File: config.mk
export PLATFORM = sky130hd
export DESIGN_NAME = etc_pixel_writer
export DESIGN_NICKNAME = d
export VERILOG_FILES = /design/src/rtl/etc_pkg.sv /design/src/rtl/etc_fb_addr_gen.sv /design/src/rtl/etc_pixel_writer.sv
export SDC_FILE = /design/constraint.sdc
export NUM_CORES = 1
export LEC_CHECK = 0
export ABC_AREA = 1
export CAP_MARGIN = 20
export CORE_MARGIN = 2
export CORE_UTILIZATION = 45
export CTS_CLUSTER_SIZE = 24
export DETAILED_ROUTE_END_ITERATION = 8
export GPL_ROUTABILITY_DRIVEN = 0
export GPL_TIMING_DRIVEN = 1
export MAX_ROUTING_LAYER = met4
export PLACE_DENSITY = 0.88
export SETUP_SLACK_MARGIN = 0.05
export SYNTH_ARGS = -nofsm -noshare
export SYNTH_HDL_FRONTEND = slang
export SYNTH_SLANG_ARGS = --single-unit
File: constraint.sdc
create_clock -name sclk -period 3.37 [get_ports sclk]
set_input_delay 0.8425 -clock sclk [delete_from_list [all_inputs] [get_ports sclk]]
set_output_delay 0.8425 -clock sclk [all_outputs]
set_load 0.01 [all_outputs]
File: src/rtl/etc_pkg.sv
// rtl/etc_pkg.sv - shared constants, state encoding and address helper for the ETC2 pixel writer
// Contents:
//   BLOCK_DIM / TEXELS_PER_BLOCK  ETC2 block geometry (4x4 texels)
//   IMG_W_DEFAULT / IMG_H_DEFAULT default framebuffer dimensions
//   writer_state_t                pixel writer FSM states
//   texel_linear()                block coords + texel index -> linear framebuffer index
package etc_pkg;

    localparam int BLOCK_DIM        = 4;
    localparam int TEXELS_PER_BLOCK = 16;
    localparam int IMG_W_DEFAULT    = 128;
    localparam int IMG_H_DEFAULT    = 128;

    typedef enum logic [2:0] {
        ST_IDLE,
        ST_WAIT_DEC,
        ST_WRITE,
        ST_ACK,
        ST_REARM,
        ST_DONE
    } writer_state_t;

    // ETC2 orders texels column-major inside a block: idx[3:2] is the column,
    // idx[1:0] the row.
    function automatic logic [31:0] texel_linear(
        input logic [7:0]  bx,
        input logic [7:0]  by,
        input logic [3:0]  idx,
        input logic [31:0] img_w
    );
        logic [31:0] x;
        logic [31:0] y;
        x = 32'(bx) * 32'(BLOCK_DIM) + 32'(idx[3:2]);
        y = 32'(by) * 32'(BLOCK_DIM) + 32'(idx[1:0]);
        return y * img_w + x;
    endfunction

endpackage

File: src/rtl/etc_fb_addr_gen.sv
// rtl/etc_fb_addr_gen.sv - latches block coordinates and texel index, produces framebuffer address and range error
// Ports:
//   clk, rst           clock, synchronous active-high reset
//   load               capture block_x/block_y/pix_idx this cycle
//   block_x, block_y   block column / row
//   pix_idx            texel index inside the block (0..15)
//   addr               framebuffer address, truncated to ADDR_W
//   range_err          block coordinates outside the image
module etc_fb_addr_gen
    import etc_pkg::*;
#(
    parameter int IMG_W  = IMG_W_DEFAULT,
    parameter int IMG_H  = IMG_H_DEFAULT,
    parameter int ADDR_W = 14
) (
    input  logic              clk,
    input  logic              rst,
    input  logic              load,
    input  logic [7:0]        block_x,
    input  logic [7:0]        block_y,
    input  logic [3:0]        pix_idx,
    output logic [ADDR_W-1:0] addr,
    output logic              range_err
);

    logic [7:0] bx_q;
    logic [7:0] by_q;
    logic [3:0] idx_q;
    logic [7:0] bx;
    logic [7:0] by;
    logic [3:0] idx;

    always_ff @(posedge clk) begin
        if (rst) begin
            bx_q  <= '0;
            by_q  <= '0;
            idx_q <= '0;
        end else if (load) begin
            bx_q  <= block_x;
            by_q  <= block_y;
            idx_q <= pix_idx;
        end
    end

    // While loading, the live inputs are forwarded so a zero-latency decoder
    // can write in the cycle right after the accept.
    always_comb begin
        bx        = load ? block_x : bx_q;
        by        = load ? block_y : by_q;
        idx       = load ? pix_idx : idx_q;
        range_err = (32'(bx) >= 32'(IMG_W / BLOCK_DIM)) ||
                    (32'(by) >= 32'(IMG_H / BLOCK_DIM));
        addr      = ADDR_W'(texel_linear(bx, by, idx, 32'(IMG_W)));
    end

endmodule

File: src/rtl/etc_pixel_writer.sv
// rtl/etc_pixel_writer.sv - writes ETC2-decoded texels to the framebuffer and acknowledges the fetcher
// Ports:
//   sclk, rsrt                    clock, synchronous active-high reset
//   valid                         fetcher offers blockX_in/blockY_in/pixIdx_in
//   blockX_in, blockY_in          block column / row
//   pixIdx_in                     texel index (16 = fetcher wrap transient, ignored)
//   image_finished                fetcher has consumed all blocks
//   pixel_in                      decoded texel from the ETC2 decoder
//   write_finish                  one-cycle ack to the fetcher
//   fb_we, fb_addr, fb_data       framebuffer write port
//   pix_count                     texels written since reset
//   frame_done                    sticky, whole frame written
//   err_flag                      sticky, bad coordinates or early image_finished
module etc_pixel_writer
    import etc_pkg::*;
#(
    parameter int IMG_W   = IMG_W_DEFAULT,
    parameter int IMG_H   = IMG_H_DEFAULT,
    parameter int PIX_W   = 24,
    parameter int DEC_LAT = 2,
    parameter int ADDR_W  = 14
) (
    input  logic              sclk,
    input  logic              rsrt,
    input  logic              valid,
    input  logic [7:0]        blockX_in,
    input  logic [7:0]        blockY_in,
    input  logic [4:0]        pixIdx_in,
    input  logic              image_finished,
    input  logic [PIX_W-1:0]  pixel_in,
    output logic              write_finish,
    output logic              fb_we,
    output logic [ADDR_W-1:0] fb_addr,
    output logic [PIX_W-1:0]  fb_data,
    output logic [ADDR_W:0]   pix_count,
    output logic              frame_done,
    output logic              err_flag
);

    localparam logic [ADDR_W:0] FRAME_TEXELS = (ADDR_W+1)'(IMG_W * IMG_H);
    localparam logic [ADDR_W:0] COUNT_ONE    = (ADDR_W+1)'(1);
    localparam logic [2:0]      DEC_CYCLES   = 3'(DEC_LAT);
    localparam bit              NO_DEC_WAIT  = (DEC_LAT == 0);

    writer_state_t     state;
    logic [2:0]        dcnt;
    logic              accept;
    logic              go_write;
    logic              gen_err;
    logic [ADDR_W-1:0] gen_addr;
    logic [ADDR_W:0]   next_count;

    assign accept = (state == ST_IDLE) && valid && !frame_done &&
                    (32'(pixIdx_in) < 32'(TEXELS_PER_BLOCK));

    // WAIT_DEC lasts DEC_LAT cycles; the texel is sampled on the edge that
    // enters WRITE, which is the end of the decoder's first valid cycle.
    assign go_write = (accept && NO_DEC_WAIT) ||
                      ((state == ST_WAIT_DEC) && (dcnt <= 3'd1));

    assign next_count = pix_count + COUNT_ONE;

    etc_fb_addr_gen #(
        .IMG_W  (IMG_W),
        .IMG_H  (IMG_H),
        .ADDR_W (ADDR_W)
    ) u_addr_gen (
        .clk       (sclk),
        .rst       (rsrt),
        .load      (accept),
        .block_x   (blockX_in),
        .block_y   (blockY_in),
        .pix_idx   (pixIdx_in[3:0]),
        .addr      (gen_addr),
        .range_err (gen_err)
    );

    always_ff @(posedge sclk) begin
        if (rsrt) begin
            state        <= ST_IDLE;
            dcnt         <= '0;
            write_finish <= 1'b0;
            fb_we        <= 1'b0;
            fb_addr      <= '0;
            fb_data      <= '0;
            pix_count    <= '0;
            frame_done   <= 1'b0;
            err_flag     <= 1'b0;
        end else begin
            write_finish <= 1'b0;
            fb_we        <= 1'b0;

            if ((state == ST_IDLE) && image_finished && !frame_done) begin
                err_flag <= 1'b1;
            end

            case (state)
                ST_IDLE: begin
                    if (accept) begin
                        if (gen_err) begin
                            err_flag <= 1'b1;
                        end
                        dcnt  <= DEC_CYCLES;
                        state <= NO_DEC_WAIT ? ST_WRITE : ST_WAIT_DEC;
                    end
                end
                ST_WAIT_DEC: begin
                    dcnt <= dcnt - 3'd1;
                    if (go_write) begin
                        state <= ST_WRITE;
                    end
                end
                // Out-of-range texels keep the WRITE slot (with fb_we low) so the
                // fetcher sees the same ack latency either way.
                ST_WRITE: begin
                    write_finish <= 1'b1;
                    state        <= ST_ACK;
                    if (!gen_err) begin
                        pix_count <= next_count;
                        if (next_count == FRAME_TEXELS) begin
                            frame_done <= 1'b1;
                        end
                    end
                end
                ST_ACK: begin
                    state <= frame_done ? ST_DONE : ST_REARM;
                end
                // The fetcher may still show the acknowledged texel; wait for
                // valid to drop before listening again.
                ST_REARM: begin
                    if (!valid) begin
                        state <= ST_IDLE;
                    end
                end
                ST_DONE: begin
                    state <= ST_DONE;
                end
                default: begin
                    state <= ST_IDLE;
                end
            endcase

            if (go_write) begin
                fb_we <= !gen_err;
                if (!gen_err) begin
                    fb_addr <= gen_addr;
                    fb_data <= pixel_in;
                end
            end
        end
    end

endmodule

==> impl_table.tex <==
\begin{tabular}{lr}
\hline
Metric & Value \\
\hline
\multicolumn{2}{l}{\textbf{Route}} \\
\quad Total Routed Length & 9490 um \\
\quad Routed WL per cell & around 13 um \\
\quad Number of DRC markers in iteration 0 & between 100 and 150 \\
\quad Average vias per placed instance & 5.03 \\
\quad Via Count & 3701 \\
\quad Residual DRC & 0 \\
\quad Detailed-routing iteration count for the pre-antenna-repair pass & 4 \\
\quad Remaining antenna violation count & 0 \\
\multicolumn{2}{l}{\textbf{Global route}} \\
\quad Maximum number of pins on one net before global-route repair & 37 \\
\quad Number of antenna violations at the first check in global routing & 0 \\
\quad Remaining Overflow, GRT & 0 \\
\quad Tot GR Track Use & 21.6\% \\
\quad First-pass GRT wire length & approximately 15000 um \\
\quad Number of global-route vias before repair & 3623 \\
\multicolumn{2}{l}{\textbf{Timing}} \\
\quad Fin. Hold Viols & 0 \\
\quad Setup TNS Final & 0 ns \\
\quad Maximum frequency from static timing analysis & 332 MHz \\
\quad Minimum clock period & 3.01 ns \\
\quad RSZ-0062 raised after global routing & false \\
\quad Final hold slack & 0.452 ns \\
\quad Max-slew violation count & 0 \\
\quad Actual transition at the worst max-transition pin & 0.522 ns \\
\quad Final cycle utilization of the critical path & 89.3\% \\
\quad Worst Clk Skew & 0.0103 ns \\
\quad Final setup fails & 0 \\
\quad Slew headroom & between 60\% and 70\% \\
\multicolumn{2}{l}{\textbf{Floorplanning}} \\
\quad Floorplan row count & 33 \\
\quad Starting density of the core & 46.5\% \\
\quad Core region area & approximately 0.008 sq mm \\
\quad Number of ports placed on the die boundary & 106 \\
\quad Die Area & roughly 0.009 sq mm \\
\quad Die width & around 96 um \\
\quad Height of the die & 96.1 um \\
\multicolumn{2}{l}{\textbf{Critical path}} \\
\quad Maximum fanout along the worst path & 12 \\
\quad Required time at the worst-slack endpoint & about 3.6 ns \\
\quad Crit Path Class & in -> reg \\
\quad Critical path startpoint & valid \\
\quad Library cell contributing the largest single delay on the critical path & clkdlybuf4s50\_1 \\
\quad RR Startpoint & frame\_done \\
\quad Slowest cell delay on critical path & 0.50 ns \\
\quad Largest delay share family, worst path & simple AND/OR/NAND/NOR gates \\
\quad WP data arrival & approximately 3.3 ns \\
\quad Kind of end point of the critical path & flip-flop \\
\quad Cell chain of the critical path & clkdlybuf4s50\_1, nand2\_1, nor2\_4, nand2\_2, o21ai\_0, inv\_1, nor2\_1, fa\_1, nand2\_1, inv\_1, nor2\_1, nor2\_1, xor2\_1, nand2\_1, a21oi\_1 \\
\quad Total buffers and inverters traversed by the critical path & 3 \\
\quad Nature of the critical path startpoint & input port \\
\multicolumn{2}{l}{\textbf{Synthesis}} \\
\quad Synthesized flop and latch total & 83 \\
\quad Net Count, Synth & 578 \\
\quad Share of synthesized registers carrying an async set or reset & 0\% \\
\quad Count of yosys warnings during synthesis & 0 \\
\quad Cells after Synth & 524 \\
\quad Register area share after synthesis & between 40\% and 50\% \\
\quad Cell variety after synth & 35 \\
\quad Number of flops mapped to enable cells by yosys & 0 \\
\quad Dominant synthesized flop cell & dfxtp\_1 \\
\quad Mean instance size in the synthesized netlist & 7.29 sq um \\
\quad Area of the mapped netlist & 0.00382 sq mm \\
\multicolumn{2}{l}{\textbf{Place}} \\
\quad HPWL reported at the end of detailed placement & $\sim$7000 um \\
\quad Count of buffers inserted at the top-level ports & 105 \\
\quad Placed inst area & 0.00491 sq mm \\
\multicolumn{2}{l}{\textbf{Hold path}} \\
\quad Critical hold path startpoint & fb\_addr[0] \\
\quad Worst hold path type & reg -> reg \\
\multicolumn{2}{l}{\textbf{Layout}} \\
\quad Ratio of cells with drive above 1 in the final layout & 9.35\% \\
\quad Antenna Diode Count & 0 \\
\quad Register area & between 0.0015 and 0.002 sq mm \\
\quad Cell area after layout & $\sim$0.005 sq mm \\
\quad Area of the multi-input gates & roughly 0.0018 sq mm \\
\quad Area grow syn2layout & 34.3\% \\
\quad Fillers & approximately 710 \\
\quad Nets@finish & slightly below 700 \\
\multicolumn{2}{l}{\textbf{Pwr}} \\
\quad Leakage dissipation & around 2.2 nW \\
\quad Peak VDD IR & between 0.2 and 0.3 mV \\
\quad Power Density & 503 mW/mm\^{}2 \\
\multicolumn{2}{l}{\textbf{Clocking}} \\
\quad Post-cts resize count & 0 \\
\quad Reg clk slew, reported paths & 0.08 ns \\
\quad Number of buffers inserted to repair setup after CTS & 0 \\
\quad Clock tree from TritonCTS & built \\
\quad Total CTS buffers & 9 \\
\quad Maximum clock insertion buffer count & 2 \\
\quad Post-CTS Hold Fix Bufs & 0 \\
\quad Clock Latency Late Sink & 0.34 ns \\
\quad Clk sink count & 83 \\
\quad Root buffer cell & clkbuf\_8 \\
\quad Number of H-tree levels & 3 \\
\multicolumn{2}{l}{\textbf{Job}} \\
\quad Max-cap check violation count & 0 \\
\multicolumn{2}{l}{\textbf{Status}} \\
\quad Status & completed \\
\hline
\end{tabular}
-- routing by layer --
metal | vias to the layer above | GRT usage [%] | wire length (um)
met5 | - | - | 0
met3 | 16 | 5.48 | 644
met2 | 122 | 37.4 | 4780
li1 | 1848 | - | -
met1 | 1715 | 23.7 | 3920
met4 | 0 | 8.69 | 152
-- worst reg2reg max path: cells and delay by family, from the launching register on --
| family | cells | cell delay, ns |
|---|---|---|
| AO/OA/AOI/OAI | 2 | 0.47 |
| XOR/XNOR | 1 | 0.19 |
| adder cells (fa/ha/maj) | 1 | 0.21 |
| buffers and inverters | 3 | 0.25 |
| flip-flops | 1 | 0.33 |
| AND/OR/NAND/NOR | 8 | 0.86 |
-- area by class of cell --
type,instances,share of cell area (%)
clock buffer,10,2.68
inverter,54,4.00
multi-input combinational,366,35.1
tap,105,2.56
timing repair buffer,113,21.7
clock inverter,5,1.51
sequential,83,32.4
-- report_power, final --
| group | switching (mW) | leakage [nW] | total (mW) | internal, mW |
|---|---|---|---|---|
| clock | 0.340 | 0.108 | 0.771 | 0.431 |
| sequential | 0.0613 | 0.674 | 1.15 | 1.08 |
| combinational | 0.353 | 1.41 | 0.660 | 0.307 |
-- metrics by stage --
step / setup WS (ns) / power [mW] / instances / util (%)
floorplan: 0.626 / 1.56 / 524 / -
global placement: 0.146 / 1.80 / 721 / 59.8
global route: 0.136 / 2.71 / 736 / 62.4
detailed placement: 0.0236 / 1.82 / 721 / 59.8
finish: 0.361 / 2.58 / 736 / 62.4
CTS: 0.386 / 2.60 / 736 / 62.4
-- worst paths after layout --
path,slack [ns],cells past startpoint,end
max,0.36,15,fb_addr[11]
min,0.45,2,fb_addr[0]
max reg2reg,0.97,15,fb_addr[11]
min reg2reg,0.45,2,fb_addr[0]
-- cells in the final DEF, fill, tap and decap left out, types with 7 or more instances in the layout --
master / instances
clkdlybuf4s50_1: 105
nand2_2: 7
nand3_1: 16
buf_4: 8
nand2_1: 101
a21oi_2: 11
clkbuf_8: 10
o21ai_0: 45
nor2_1: 121
dfxtp_1: 83
a21oi_1: 16
inv_1: 48
mux2i_1: 7
-- flip-flops by register name, indices dropped and copies added (netlist names), 3 cells and up --
name,flops
pix_count,15
state,3
fb_data,24
u_addr_gen.idx_q,4
dcnt,3
fb_addr,14
u_addr_gen.bx_q,8
u_addr_gen.by_q,8
-- logic make-up (layout without fill, tap and decap cells) --
group	after synthesis	count (layout)	share of synthesized area, %
AO/OA/AOI/OAI	81	81	12.2
flip-flops	83	83	43.5
XOR/XNOR	7	7	1.61
multiplexers	7	7	1.84
AND/OR/NAND/NOR	266	266	29.7
adder cells (fa/ha/maj)	5	5	1.84
buffers and inverters	75	182	9.34
-- cell usage after synthesis (2+ instances only) --
library cell | instances | area [sq um]
nand3b_1 | 2 | 15.0
buf_6 | 8 | 90.1
o211ai_1 | 2 | 15.0
a21oi_1 | 16 | 80.1
nor2_1 | 122 | 458
nand2_2 | 7 | 43.8
nor2_4 | 2 | 22.5
nand2_1 | 101 | 379
o21ai_1 | 2 | 10.0
nor2_2 | 3 | 18.8
nor2_8 | 2 | 40.0
mux2i_1 | 7 | 70.1
ha_1 | 4 | 50.1
a21oi_2 | 11 | 96.3
o21ai_0 | 45 | 225
buf_4 | 3 | 22.5
inv_2 | 5 | 18.8
inv_1 | 48 | 180
dfxtp_1 | 83 | 1660
xor2_1 | 6 | 52.6
nand3_1 | 16 | 80.1
or2_2 | 2 | 12.5
clkbuf_1 | 9 | 33.8
nand4_1 | 5 | 31.3
nor3_1 | 3 | 15.0
Note: power is estimated with default switching activity, not from simulation.
